`config.mk`:
```
export PLATFORM = sky130hd
export DESIGN_NAME = t_route_stage_flat
export DESIGN_NICKNAME = d
export VERILOG_FILES = /design/src/rtl/t_route_stage_pkg.sv /design/src/rtl/t_route_stage_if.sv /design/src/rtl/t_route_stage_dir_decode.sv /design/src/rtl/t_route_stage.sv /design/src/flat_wrapper.sv
export SDC_FILE = /design/constraint.sdc
export NUM_CORES = 1
export LEC_CHECK = 0
export BUFFER_PORTS_ARGS = -buffer_cell sky130_fd_sc_hd__buf_4
export CORE_AREA = 2 2 134 136
export CTS_CLUSTER_SIZE = 24
export DETAILED_ROUTE_END_ITERATION = 8
export DIE_AREA = 0 0 136 138
export PLACE_DENSITY = 0.63
export SLEW_MARGIN = 20
export SYNTH_ARGS = -nofsm -noshare
export SYNTH_HDL_FRONTEND = slang
export SYNTH_SLANG_ARGS = --single-unit
```
`constraint.sdc`:
```
create_clock -name clk -period 2.75 [get_ports clk]
set_input_delay 0.6875 -clock clk [delete_from_list [all_inputs] [get_ports clk]]
set_output_delay 0.6875 -clock clk [all_outputs]
set_load 0.01 [all_outputs]
```
`src/rtl/t_route_stage_pkg.sv`:
```
// ============================================================================
// Module      : t_route_stage_pkg
// Description : Shared direction constants, packet field offsets and small
//               helpers for the BFT t-switch route stage, the arbiter and the
//               t-switch top.
// Revision    : 1.0 - initial release
// ============================================================================
`default_nettype none

package t_route_stage_pkg;

    // Direction request codes exchanged between route stage and arbiter.
    typedef enum logic [1:0] {
        DIR_VOID  = 2'b00,
        DIR_LEFT  = 2'b01,
        DIR_RIGHT = 2'b10,
        DIR_UP    = 2'b11
    } dir_e;

    // Packet layout: the valid flag is the MSB, the destination address
    // sits immediately below it (A_W bits counting down from this index).
    function automatic int pkt_valid_bit(input int p_w);
        return p_w - 1;
    endfunction

    function automatic int pkt_addr_msb(input int p_w);
        return p_w - 2;
    endfunction

    // Direction code that means "granted" for input port idx (0=L,1=R,2=U).
    function automatic dir_e port_code(input int idx);
        case (idx)
            0:       return DIR_LEFT;
            1:       return DIR_RIGHT;
            default: return DIR_UP;
        endcase
    endfunction

    // Select line of the output bus a packet heading in direction d competes for.
    function automatic logic [1:0] sel_for(input dir_e d, input logic [1:0] sl,
                                           input logic [1:0] sr, input logic [1:0] su);
        case (d)
            DIR_LEFT:  return sl;
            DIR_RIGHT: return sr;
            DIR_UP:    return su;
            default:   return 2'b00;
        endcase
    endfunction

    // A packet is deflected when it requested a direction but the arbiter
    // gave that output bus to some other input port.
    function automatic logic is_deflected(input dir_e d, input dir_e own,
                                          input logic [1:0] sl, input logic [1:0] sr,
                                          input logic [1:0] su);
        return (d != DIR_VOID) && (sel_for(d, sl, sr, su) != own);
    endfunction

    function automatic logic [1:0] count3(input logic a, input logic b, input logic c);
        return {1'b0, a} + {1'b0, b} + {1'b0, c};
    endfunction

endpackage

`default_nettype wire

```
`src/rtl/t_route_stage_if.sv`:
```
// ============================================================================
// Module      : t_route_stage_if
// Description : Bus bundle between the port inputs / arbiter and the route
//               stage. slave = route stage view, master = environment view.
//   l/r/u_bus_i  : incoming packets (left child, right child, parent)
//   sel_l/r/u    : arbiter select lines for the three output buses
//   clr_cnt      : synchronous clear of the statistics counters
//   l/r/u_pkt_o  : registered packets
//   d_l/r/u      : registered direction requests
//   pkt_cnt      : saturating count of accepted valid packets
//   defl_cnt     : saturating count of deflected packets
// Revision    : 1.0 - initial release
// ============================================================================
`default_nettype none

interface t_route_stage_if #(
    parameter int P_W = 49,
    parameter int C_W = 16
);
    logic [P_W-1:0] l_bus_i;
    logic [P_W-1:0] r_bus_i;
    logic [P_W-1:0] u_bus_i;
    logic [1:0]     sel_l;
    logic [1:0]     sel_r;
    logic [1:0]     sel_u;
    logic           clr_cnt;
    logic [P_W-1:0] l_pkt_o;
    logic [P_W-1:0] r_pkt_o;
    logic [P_W-1:0] u_pkt_o;
    logic [1:0]     d_l;
    logic [1:0]     d_r;
    logic [1:0]     d_u;
    logic [C_W-1:0] pkt_cnt;
    logic [C_W-1:0] defl_cnt;

    modport master (
        output l_bus_i, r_bus_i, u_bus_i, sel_l, sel_r, sel_u, clr_cnt,
        input  l_pkt_o, r_pkt_o, u_pkt_o, d_l, d_r, d_u, pkt_cnt, defl_cnt
    );

    modport slave (
        input  l_bus_i, r_bus_i, u_bus_i, sel_l, sel_r, sel_u, clr_cnt,
        output l_pkt_o, r_pkt_o, u_pkt_o, d_l, d_r, d_u, pkt_cnt, defl_cnt
    );
endinterface

`default_nettype wire

```
`src/rtl/t_route_stage_dir_decode.sv`:
```
// ============================================================================
// Module      : t_dir_decode
// Description : Combinational single-port destination decode for a t-switch
//               at tree level LEVEL, position POSX.
//   i_valid : packet valid flag
//   i_addr  : destination leaf address
//   o_dir   : requested direction (VOID/LEFT/RIGHT/UP)
// Revision    : 1.0 - initial release
// ============================================================================
`default_nettype none

module t_dir_decode
    import t_route_stage_pkg::*;
#(
    parameter int A_W   = 8,
    parameter int LEVEL = 1,
    parameter int POSX  = 0,
    parameter int TOP   = 0
) (
    input  wire logic           i_valid,
    input  wire logic [A_W-1:0] i_addr,
    output dir_e                o_dir
);

    logic w_side;     // 0 = left subtree, 1 = right subtree
    logic w_in_sub;   // destination lies below this switch

    // Address bits at or above A_W read as zero.
    generate
        if (LEVEL < A_W) begin : g_side
            assign w_side = i_addr[LEVEL];
        end else begin : g_side_zero
            assign w_side = 1'b0;
        end

        if (LEVEL + 1 < A_W) begin : g_sub
            assign w_in_sub = (32'(i_addr[A_W-1:LEVEL+1]) == 32'(POSX));
        end else begin : g_sub_zero
            assign w_in_sub = (POSX == 0);
        end
    endgenerate

    always_comb begin
        o_dir = DIR_VOID;
        if (i_valid) begin
            if ((TOP == 0) && !w_in_sub) begin
                o_dir = DIR_UP;
            end else if (w_side) begin
                o_dir = DIR_RIGHT;
            end else begin
                o_dir = DIR_LEFT;
            end
        end
    end

endmodule

`default_nettype wire

```
`src/rtl/t_route_stage.sv`:
```
// ============================================================================
// Module      : t_route_stage
// Description : Per-port input pipeline stage of the BFT t-switch. Registers
//               the left/right/up packets with their decoded direction
//               requests (one cycle latency, no backpressure) and keeps
//               saturating packet / deflection counters from the arbiter's
//               select lines.
//   clk   : clock, rising edge
//   reset : synchronous, active low
//   bus   : t_route_stage_if.slave (packets in/out, selects, counters)
// Revision    : 1.0 - initial release
// ============================================================================
`default_nettype none

module t_route_stage
    import t_route_stage_pkg::*;
#(
    parameter int P_W   = 49,
    parameter int A_W   = 8,
    parameter int LEVEL = 1,
    parameter int POSX  = 0,
    parameter int TOP   = 0,
    parameter int C_W   = 16
) (
    input  wire logic      clk,
    input  wire logic      reset,
    t_route_stage_if.slave bus
);

    localparam int VB = pkt_valid_bit(P_W);
    localparam int AM = pkt_addr_msb(P_W);

    logic [P_W-1:0] w_bus [3];
    dir_e           w_dir [3];
    logic [2:0]     w_defl;

    logic [P_W-1:0] r_pkt [3];
    dir_e           r_dir [3];
    logic [C_W-1:0] r_pkt_cnt;
    logic [C_W-1:0] r_defl_cnt;

    assign w_bus[0] = bus.l_bus_i;
    assign w_bus[1] = bus.r_bus_i;
    assign w_bus[2] = bus.u_bus_i;

    genvar gi;
    generate
        for (gi = 0; gi < 3; gi++) begin : g_port
            t_dir_decode #(
                .A_W   (A_W),
                .LEVEL (LEVEL),
                .POSX  (POSX),
                .TOP   (TOP)
            ) u_dec (
                .i_valid (w_bus[gi][VB]),
                .i_addr  (w_bus[gi][AM -: A_W]),
                .o_dir   (w_dir[gi])
            );

            // Deflection is judged on the packet currently presented to
            // the arbiter, i.e. the registered one.
            assign w_defl[gi] = is_deflected(r_dir[gi], port_code(gi),
                                             bus.sel_l, bus.sel_r, bus.sel_u);
        end
    endgenerate

    logic [1:0]   w_nvalid;
    logic [1:0]   w_ndefl;
    logic [C_W:0] w_pkt_sum;
    logic [C_W:0] w_defl_sum;

    assign w_nvalid   = count3(w_bus[0][VB], w_bus[1][VB], w_bus[2][VB]);
    assign w_ndefl    = count3(w_defl[0], w_defl[1], w_defl[2]);
    // One extra bit catches overflow so the counters can pin at all-ones.
    assign w_pkt_sum  = {1'b0, r_pkt_cnt}  + (C_W+1)'(w_nvalid);
    assign w_defl_sum = {1'b0, r_defl_cnt} + (C_W+1)'(w_ndefl);

    always_ff @(posedge clk) begin
        if (!reset) begin
            for (int i = 0; i < 3; i++) begin
                r_pkt[i] <= '0;
                r_dir[i] <= DIR_VOID;
            end
            r_pkt_cnt  <= '0;
            r_defl_cnt <= '0;
        end else begin
            for (int i = 0; i < 3; i++) begin
                r_pkt[i] <= w_bus[i];
                r_dir[i] <= w_dir[i];
            end
            if (bus.clr_cnt) begin
                r_pkt_cnt  <= '0;
                r_defl_cnt <= '0;
            end else begin
                r_pkt_cnt  <= w_pkt_sum[C_W]  ? '1 : w_pkt_sum[C_W-1:0];
                r_defl_cnt <= w_defl_sum[C_W] ? '1 : w_defl_sum[C_W-1:0];
            end
        end
    end

    assign bus.l_pkt_o  = r_pkt[0];
    assign bus.r_pkt_o  = r_pkt[1];
    assign bus.u_pkt_o  = r_pkt[2];
    assign bus.d_l      = r_dir[0];
    assign bus.d_r      = r_dir[1];
    assign bus.d_u      = r_dir[2];
    assign bus.pkt_cnt  = r_pkt_cnt;
    assign bus.defl_cnt = r_defl_cnt;

endmodule

`default_nettype wire
```
`src/flat_wrapper.sv`:
```
// flat-port wrapper written by rule: the top's interface ports become plain ports
module t_route_stage_flat import t_route_stage_pkg::*;
#(
    parameter int P_W   = 49,
    parameter int A_W   = 8,
    parameter int LEVEL = 1,
    parameter int POSX  = 0,
    parameter int TOP   = 0,
    parameter int C_W   = 16
)
  (clk, reset, bus_l_bus_i, bus_r_bus_i, bus_u_bus_i, bus_sel_l, bus_sel_r, bus_sel_u, bus_clr_cnt, bus_l_pkt_o, bus_r_pkt_o, bus_u_pkt_o, bus_d_l, bus_d_r, bus_d_u, bus_pkt_cnt, bus_defl_cnt);
  t_route_stage_if #(.P_W(P_W), .C_W(C_W)) bus_i ();
  input  wire logic clk;
  input  wire logic reset;
  input wire logic [$bits(bus_i.l_bus_i)-1:0] bus_l_bus_i;
  input wire logic [$bits(bus_i.r_bus_i)-1:0] bus_r_bus_i;
  input wire logic [$bits(bus_i.u_bus_i)-1:0] bus_u_bus_i;
  input wire logic [$bits(bus_i.sel_l)-1:0] bus_sel_l;
  input wire logic [$bits(bus_i.sel_r)-1:0] bus_sel_r;
  input wire logic [$bits(bus_i.sel_u)-1:0] bus_sel_u;
  input wire logic [$bits(bus_i.clr_cnt)-1:0] bus_clr_cnt;
  output wire logic [$bits(bus_i.l_pkt_o)-1:0] bus_l_pkt_o;
  output wire logic [$bits(bus_i.r_pkt_o)-1:0] bus_r_pkt_o;
  output wire logic [$bits(bus_i.u_pkt_o)-1:0] bus_u_pkt_o;
  output wire logic [$bits(bus_i.d_l)-1:0] bus_d_l;
  output wire logic [$bits(bus_i.d_r)-1:0] bus_d_r;
  output wire logic [$bits(bus_i.d_u)-1:0] bus_d_u;
  output wire logic [$bits(bus_i.pkt_cnt)-1:0] bus_pkt_cnt;
  output wire logic [$bits(bus_i.defl_cnt)-1:0] bus_defl_cnt;
  assign bus_i.l_bus_i = bus_l_bus_i;
  assign bus_i.r_bus_i = bus_r_bus_i;
  assign bus_i.u_bus_i = bus_u_bus_i;
  assign bus_i.sel_l = bus_sel_l;
  assign bus_i.sel_r = bus_sel_r;
  assign bus_i.sel_u = bus_sel_u;
  assign bus_i.clr_cnt = bus_clr_cnt;
  assign bus_l_pkt_o = bus_i.l_pkt_o;
  assign bus_r_pkt_o = bus_i.r_pkt_o;
  assign bus_u_pkt_o = bus_i.u_pkt_o;
  assign bus_d_l = bus_i.d_l;
  assign bus_d_r = bus_i.d_r;
  assign bus_d_u = bus_i.d_u;
  assign bus_pkt_cnt = bus_i.pkt_cnt;
  assign bus_defl_cnt = bus_i.defl_cnt;
  t_route_stage #(.P_W(P_W), .A_W(A_W), .LEVEL(LEVEL), .POSX(POSX), .TOP(TOP), .C_W(C_W)) u_core (.clk(clk), .reset(reset), .bus(bus_i));
endmodule
```
; Word-level counts from Yosys, hierarchy flattened
; Memory sizes are Yosys's and may differ from the RTL's.
; Index checks and enable logic that the tools add are counted.
[classes]
bitwise_logic = 7
muxes = 22
n_addsub = 6
reduce_logical = 10
n_eq_ne = 12
[ops]
columns = op, n
row1 = $mux 49, 3
row2 = $add 16x2->17, 2
row3 = $mux 16, 2
row4 = $mux 2, 12
row5 = $logic_not 6->1, 3
row6 = $pmux 2 s3, 3
row7 = $eq 2x2->1 const B, 6
row8 = $eq 2x1->1 const B, 3
row9 = $or 1x1->1, 6
row10 = $reduce_bool 2->1, 3
row11 = $add 1x1->2, 2
row12 = $add 2x1->2, 2
row13 = $ne 2x2->1 const B, 2
row14 = $logic_and 1x1->1, 3
row15 = $mux 1, 2
row16 = $ne 2x1->1 const B, 1
row17 = $reduce_or 2->1, 1
row18 = $not 1->1, 1
[word_totals]
out_inout_bits = 185
mem_bits_rw = 153
register_bits = 32
n_memories = 2
input_bits = 156
[memory_table]
columns = name, words, word_bits, read_ports, rd_ports_with_merged_regs, wr, line
row1 = u_core.r_pkt, 3, 49, 3, 0, 3, t_route_stage.sv:37  ; logic [P_W-1:0] r_pkt [3];
row2 = u_core.r_dir, 3, 2, 3, 0, 3, t_route_stage.sv:38  ; dir_e r_dir [3];

; Longest topological paths before layout
; Gate-level depths: netlist of the first run.
[logic_depth]
word_depth = 8
mapped_depth = 12

; Cells and area by module
; A second synthesis of the first run with hierarchy kept.
[hier_totals]
hier_cells = 532
hier_area_um2 = 5885.6
[modules_own_cells]
columns = mod, area_per_inst_um2, cells_each, n_inst, seq_area_each_um2
row1 = t_route_stage, 5776.8, 514, 1, 3703.6
row2 = t_dir_decode, 36.3, 6, 3, 0.0

; Least setup slack after synthesis of the first run
; No wires, ideal clock.
[synth_timing]
kind = in2reg
start = input bus_sel_r[1]
end = register u_core.r_defl_cnt[11] (netlist: u_core.bus.defl_cnt[11])
t_arrival_ps = 2773
n_path_buf = 1
path_slack_ps = -156
required_time_ps = 2617
setup_ps = 133
stages = 11
path_cell_list = inv_1 -> o311ai_0 -> o21ai_0 -> fa_1 -> ha_1 -> fa_1 -> nand4_2 -> nor3_4 -> nand2_1 -> buf_2 -> a31oi_1
[synth_via]
elab_chain_len = 7
word_cells_on_any_way = 13
classes_between = add/sub (3) / eq/ne (3) / mux (4) / reduce/logical (3)
[synth_rtl]
columns = item, line
row1 = from (decl), flat_wrapper.sv:19  ; input wire logic [$bits(bus_i.sel_r)-1:0] bus_sel_r;
row2 = $pmux 2 s3, t_route_stage_pkg.sv:42  ; case (d)
row3 = $ne 2x1->1 or $ne 2x2->1 (tied branches), t_route_stage_pkg.sv:55  ; return (d != DIR_VOID) && (sel_for(d, sl, sr, su) != own);
row4 = $logic_and 1x1->1, t_route_stage_pkg.sv:55
row5 = $add 1x1->2, t_route_stage_pkg.sv:59  ; return {1'b0, a} + {1'b0, b} + {1'b0, c};
row6 = $add 2x1->2 (*), t_route_stage_pkg.sv:59
row7 = $add 16x2->17 (*), t_route_stage.sv:76  ; assign w_defl_sum = {1'b0, r_defl_cnt} + (C_W+1)'(w_ndefl);
row8 = $mux 16 (*), t_route_stage.sv:96  ; r_defl_cnt <= w_defl_sum[C_W] ? '1 : w_defl_sum[C_W-1:0];
row9 = to (signal assigned), t_route_stage.sv:96
row10 = to (decl), t_route_stage.sv:40  ; logic [C_W-1:0] r_defl_cnt;
; Every way passes the cells marked *; elsewhere a longest branch is shown, timed or not.
; A chain may end at the register's enable or synchronous reset.

; Worst setup path after layout of the first run
[layout_timing]
start = input bus_sel_r[1]
end = register u_core.r_defl_cnt[1] (netlist: u_core.bus.defl_cnt[1])
; Same word-level chain as after synthesis.

==> run summary, run 1 <==
H-Tree Depth -> 4
Vias -> 4833
Syn Nets -> 693
Main combinational cell family by area after synthesis -> simple AND/OR/NAND/NOR gates
PortBufs -> 340
TritonCTS clock tree -> done
Number of global-route vias before repair -> 4633
VDD IR-drop max -> 413 uV
CTS Sinks -> 185
Pwr/cell area -> 631 mW/mm^2
Routed len/inst -> 15.6 um
CP arrival -> 2.95 ns
IO Pins -> 341
Hold Path End -> u_core.r_pkt[0][49]
Crit path time final -> 2.61 ns
Routed wire length -> 17400 um
Compound-Gate Fraction of Synth Area -> 0.0578
Post-Syn Area -> 0.00588 mm^2
Max Freq -> 383 MHz
Power Total -> 5.86 mW
Finished Layout Cells -> 1114
Ys flop type -> dfxtp_1
Clock Latency Late Sink -> 0.41 ns
CTS hold repair buffers -> 0
Adder-cell share of the synthesized area -> 0.0221
Total CTS buffers -> 17
Clock slew at the register clock pins of the worst setup and hold paths -> 0.07 ns
Fillers -> 1613
Max_cap viols -> 0
Pin count of the biggest net entering global routing -> 148
Initial Util -> 0.336
Placed cells -> 1084
Yosys warns -> 0
GR peak layer -> met2
Layout cells sized above 1 -> 0.442
Inserted Diodes -> 0
Mux contribution to synthesized area -> 0
Worst r2r path cells -> 9
Post-synth EDFFs -> 0
Worst Path Max Fanout -> 12
First-pass GRT wire length -> 26100 um
Synth cell count leaders -> dfxtp_1 (185), and2_1 (145), a21oi_1 (23), clkbuf_1 (20), nor2_1 (18)
Final setup vio count -> 0
Initial antenna violation count -> 0
GR Util All Layers -> 0.181
Post-Syn Instances -> 529
Post-Synth Simple-Gate Area -> 0.239
Post-CTS Setup Bufs -> 0
Vias per cell -> 4.34
WS Path Type -> in -> reg
Hold Vio Cnt, Final -> 0
Status -> complete, no violations
Worst EP required -> 3.09 ns
Resize count post-CTS -> 0
FFs w/ async S/R, synth -> 0
Hold-critical path depth -> 2
Antenna viol nets, final -> 0
GR Util met3 -> 0.0484
HP Class -> in -> reg
Hpwl dp -> 13400 um
Skew final -> 0.0115 ns
# nets final -> 1038
Core area -> 0.0175 mm^2
Initial detailed-routing violation count -> 199
Residual DRC -> 0
Flops & latches, synth -> 185
Count leader, synth -> dfxtp_1
RD Place Congestion -> 0.829
Biggest area consumer among synthesized cells -> dfxtp_1
CTS Buffer Depth -> 2
CTS Root Cell -> clkbuf_16
Congestion Overflow GR -> 0
Synth unique cells -> 42
Min-delay src -> bus_r_bus_i[0]
Yosys top cell area share -> 0.630
M2 GR Usage -> 0.311
Area added between synthesis and finish -> 57.8%
R2R Path End -> u_core.bus.defl_cnt[1]
RSZ-0062 raised after global routing -> false
Final Max Slew Viols -> 0
Register area share after synthesis -> 0.630
Pleak -> 4.36 nW
R2R setup slack -> 0.21 ns
Pre-antenna DRT Iters -> 4
Die area -> 0.0188 mm^2
Mean Syn Cell Area -> 11.1 um^2
Post-Synth XOR/XNOR Area -> 0.0253
Met1 usage -> 0.209
Crit share post-route -> 0.950
Worst reg2reg startpoint -> u_core.r_dir[0][2]
Chip Width -> 136 um
Worst setup EP type -> register
Normalized max-slew margin -> 0.670
Startpoint Class -> input port
Row count -> 49
Worst slew pin tran -> 0.494 ns
Die height -> 138 um
Synth top area cells -> dfxtp_1 (63%), and2_1 (15%), xnor2_1 (2.2%)
cell type report:
class,instances,area (um^2),share of cell area
Sequential cell,185,3700,0.399
Timing Repair Buffer,348,2630,0.283
Clock inverter,10,120,0.0129
Clock buffer,20,447,0.0481
Tap cell,229,287,0.0309
Inverter,17,63.8,0.00687
Multi-Input combinational cell,305,2040,0.220
per-stage QoR:
step / area [um^2] / hold slack, ns / util / setup WS, ns / setup TNS [ns]
detailed placement: 8720 / 0.538 / 0.497 / -0.298 / -4.05
CTS: 9290 / 0.453 / 0.530 / 0.142 / 0
floorplan: 5910 / 0.541 / - / 0.000104 / 0
finish: 9290 / 0.478 / 0.530 / 0.137 / 0
global placement: 8720 / 0.533 / 0.497 / -0.246 / -3.41
global route: 9290 / 0.448 / 0.530 / 0.00999 / 0
worst max path at each step:
stage / start / to / cells after the start
floorplan: bus_sel_r[1] / u_core.bus.defl_cnt[8] / 10
global placement: bus_sel_r[1] / u_core.bus.defl_cnt[8] / 11
detailed placement: bus_sel_r[1] / u_core.bus.defl_cnt[1] / 11
CTS: bus_sel_r[1] / u_core.bus.defl_cnt[1] / 11
global route: bus_sel_r[1] / u_core.bus.defl_cnt[0] / 11
finish: bus_sel_r[1] / u_core.bus.defl_cnt[1] / 11
kinds of logic (layout without fill, tap and decap cells):
group / count (synthesis) / in the layout
xor gates and xnor gates: 17 / 17
and+or+nand+nor: 224 / 224
AOI/OAI and AO/OA: 56 / 56
adders and majority gates: 8 / 8
DFF: 185 / 185
buffers and inverters: 39 / 395
report_power, final:
group	internal [mW]	total, mW	switching, mW
sequential	2.81	2.85	0.0442
clock	1.36	2.37	1.01
combinational	0.383	0.645	0.262
critical path, cell delays in order:
cell      delay (ns)
buf_4           0.09
inv_2           0.03
o311ai_1        0.27
o21ai_1         0.15
fa_1            0.53
ha_2            0.20
fa_2            0.26
nand4_4         0.11
nor3_4          0.21
nand2_2         0.22
a21oi_1         0.20
placed cells by master (no fill, tap or decap), types with 3 or more instances in the layout:
master | netlist | final
o21ai_0 | 10 | 7
xnor2_1 | 15 | 15
fa_1 | 4 | 3
and2_1 | 145 | 145
nand2_1 | 13 | 12
inv_1 | 17 | 16
nor2_1 | 18 | 18
nand4_1 | 3 | 3
a211oi_1 | 3 | 3
a21oi_1 | 23 | 23
o21ai_1 | 4 | 7
a31oi_1 | 3 | 3
ha_1 | 4 | 3
clkbuf_16 | 0 | 17
nand3_1 | 9 | 9
dfxtp_1 | 185 | 185
nor3_1 | 11 | 11
a41oi_1 | 8 | 8
buf_4 | 0 | 347
sequential cells by signal, indices dropped and copies added (netlist names):
register	flops
u_core.bus.pkt_cnt	16
u_core.r_dir	6
u_core.r_pkt	147
u_core.bus.defl_cnt	16
per-layer routing:
metal,routed length (um),share of wire,vias to the layer above
li1,-,-,2419
met4,478,0.027,0
met1,6700,0.39,2200
met3,1270,0.073,31
met5,0,0,-
met2,8940,0.51,183
Power figures use the tool's default switching activity.
==> run 2, diff against run 1 <==
--- a/config.mk
+++ b/config.mk
@@ -11,6 +11,7 @@
 export DETAILED_ROUTE_END_ITERATION = 8
 export DIE_AREA = 0 0 136 138
 export PLACE_DENSITY = 0.63
+export RECOVER_POWER = 50
 export SLEW_MARGIN = 20
 export SYNTH_ARGS = -nofsm -noshare
 export SYNTH_HDL_FRONTEND = slang
==> run 2 against run 1 <==
Effect of this change:
- total power shrank 0.40%
- largest cell class unchanged
- via count grew 0.29%
- critical endpoint unchanged
- die area is the same
- register-to-register slack is essentially flat
- sequential power is essentially flat
- maximum frequency shrank 0.21%
==> run summary, run 2 (synthesis gave the netlist of run 1 again) <==
Status -> complete, no violations (unchanged)
Post-CTS Setup Bufs -> 0 (unchanged)
HP Class -> in -> reg (unchanged)
H-Tree Depth -> 4 (unchanged)
Commonest non-fill, non-tap cell in the layout -> buf_4 (unchanged)
RSZ-0062 raised after global routing -> false (unchanged)
WS Path Type -> in -> reg (unchanged)
Pwr/cell area -> 637 mW/mm^2 (was 631 mW/mm^2)
Chip Width -> 136 um (unchanged)
Routed len/inst -> 15.6 um (about the same)
# nets final -> 1038 (unchanged)
CTS Root Cell -> clkbuf_16 (unchanged)
Final setup vio count -> 0 (unchanged)
Most frequent cells in the layout -> buf_4 (315), dfxtp_1 (185), and2_1 (116), clkbuf_1 (33), and2_0 (29) (was buf_4 (347), dfxtp_1 (185), and2_1 (145), a21oi_1 (23), nor2_1 (18))
Startpoint Class -> input port (unchanged)
PortBufs -> 340 (unchanged)
Total CTS buffers -> 17 (unchanged)
TritonCTS clock tree -> done (unchanged)
Congestion Overflow GR -> 0 (unchanged)
Crit path launch -> bus_sel_r[1] (unchanged)
IO Pins -> 341 (unchanged)
Max Freq -> 382 MHz (was 383 MHz)
Crit share post-route -> 0.952 (was 0.950)
CTS Sinks -> 185 (unchanged)
Core area -> 0.0175 mm^2 (unchanged)
Hpwl dp -> 13400 um (unchanged)
Residual DRC -> 0 (unchanged)
GR Util All Layers -> 0.181 (unchanged)
Max FFs per register -> 147 (unchanged)
Max_cap viols -> 0 (unchanged)
Inserted Diodes -> 0 (unchanged)
Final Max Slew Viols -> 0 (unchanged)
Setup tns final -> 0 ns (unchanged)
Number of global-route vias before repair -> 4633 (unchanged)
Clock slew at the register clock pins of the worst setup and hold paths -> 0.07 ns (about the same)
Skew final -> 0.0105 ns (was 0.0115 ns)
Initial detailed-routing violation count -> 206 (was 199)
VDD IR-drop max -> 413 uV (about the same)
CP arrival -> 2.96 ns (was 2.95 ns)
Area added between synthesis and finish -> 55.7% (was 57.8%)
CTS hold repair buffers -> 0 (unchanged)
Hold Vio Cnt, Final -> 0 (unchanged)
Worst reg2reg startpoint -> u_core.r_dir[0][2] (unchanged)
Die height -> 138 um (unchanged)
Vias per cell -> 4.35 (was 4.34)
Pre-antenna DRT Iters -> 4 (unchanged)
Worst slew pin tran -> 1.19 ns (was 0.494 ns)
Largest Register -> u_core.r_pkt (unchanged)
CTS Buffer Depth -> 2 (unchanged)
Routed wire length -> 17400 um (about the same)
Vias -> 4847 (was 4833)
Layout cells sized above 1 -> 0.407 (was 0.442)
Pin count of the biggest net entering global routing -> 148 (unchanged)
WHS -> 0.478 ns (about the same)
Crit path time final -> 2.62 ns (was 2.61 ns)
Antenna viol nets, final -> 0 (unchanged)
First-pass GRT wire length -> 26100 um (unchanged)
RD Place Congestion -> 0.829 (unchanged)
Worst setup EP type -> register (unchanged)
Worst Path Max Fanout -> 12 (unchanged)
Normalized max-slew margin -> 0.206 (was 0.670)
Initial Util -> 0.336 (unchanged)
Die area -> 0.0188 mm^2 (unchanged)
Worst EP required -> 3.09 ns (about the same)
Clock Latency Late Sink -> 0.41 ns (about the same)
Initial antenna violation count -> 0 (unchanged)
Row count -> 49 (unchanged)
Pleak -> 4.21 nW (was 4.36 nW)
Min-delay src -> bus_l_bus_i[5] (was bus_r_bus_i[0])
Resize count post-CTS -> 0 (unchanged)
## run 2: cell count changes in the layout (fill, tap and decap cells not counted), sizes merged
cell,delta
buf,-33
clkbuf,+33
## run 2: report_power, final
group	total [mW]	switching, mW	internal (mW)	leakage [nW]
Sequential	2.85	0.0437	2.81	1.53
Clock	2.36	1.00	1.36	0.273
Combinational	0.624	0.263	0.361	2.40
Total	5.84	1.31	4.53	4.21
## run 2: through the flow
| stage | instance area [um^2] | instances | worst slack (ns) | total power [mW] | util |
|---|---|---|---|---|---|
| after floorplan | 5910 | 529 | 0.000104 | 3.13 | - |
| after global placement | 8720 | 1084 | -0.246 | 3.56 | 0.497 |
| after detailed placement | 8720 | 1084 | -0.298 | 3.57 | 0.497 |
| after CTS | 9290 | 1114 | 0.142 | 5.94 | 0.530 |
| after global routing | 9160 | 1114 | 0.00999 | 6.10 | 0.522 |
| final | 9160 | 1114 | 0.132 | 5.84 | 0.522 |
## run 2: layout make-up
cell class | count | area [um^2]
flip-flops and latches | 185 | 3700
repair buffers | 348 | 2500
clock inverters | 10 | 120
clock buffers | 20 | 447
multi-input cells | 305 | 2040
well taps | 229 | 287
fillers | 1656 | 8380
inverters | 17 | 63.8
## run 2: final timing paths
kind	to	slack [ns]	depth (start not counted)
max reg2reg	u_core.bus.defl_cnt[1]	0.20	9
min	u_core.r_pkt[0][5]	0.48	2
min reg2reg	u_core.bus.defl_cnt[11]	0.54	2
max	u_core.bus.defl_cnt[1]	0.13	11
## run 2: critical path: stages
cell and delay [ns]:
buf_4 0.09, inv_2 0.03, o311ai_1 0.27, o21ai_1 0.15, fa_1 0.53, ha_2 0.20
fa_2 0.25, nand4_4 0.11, nor3_4 0.21, nand2_2 0.22, a21oi_1 0.20
## run 2: metal layers
layer,share of wire,global-route usage
met3,0.073,0.0484
met5,0,0
met1,0.39,0.209
met2,0.51,0.311
met4,0.029,0.0839
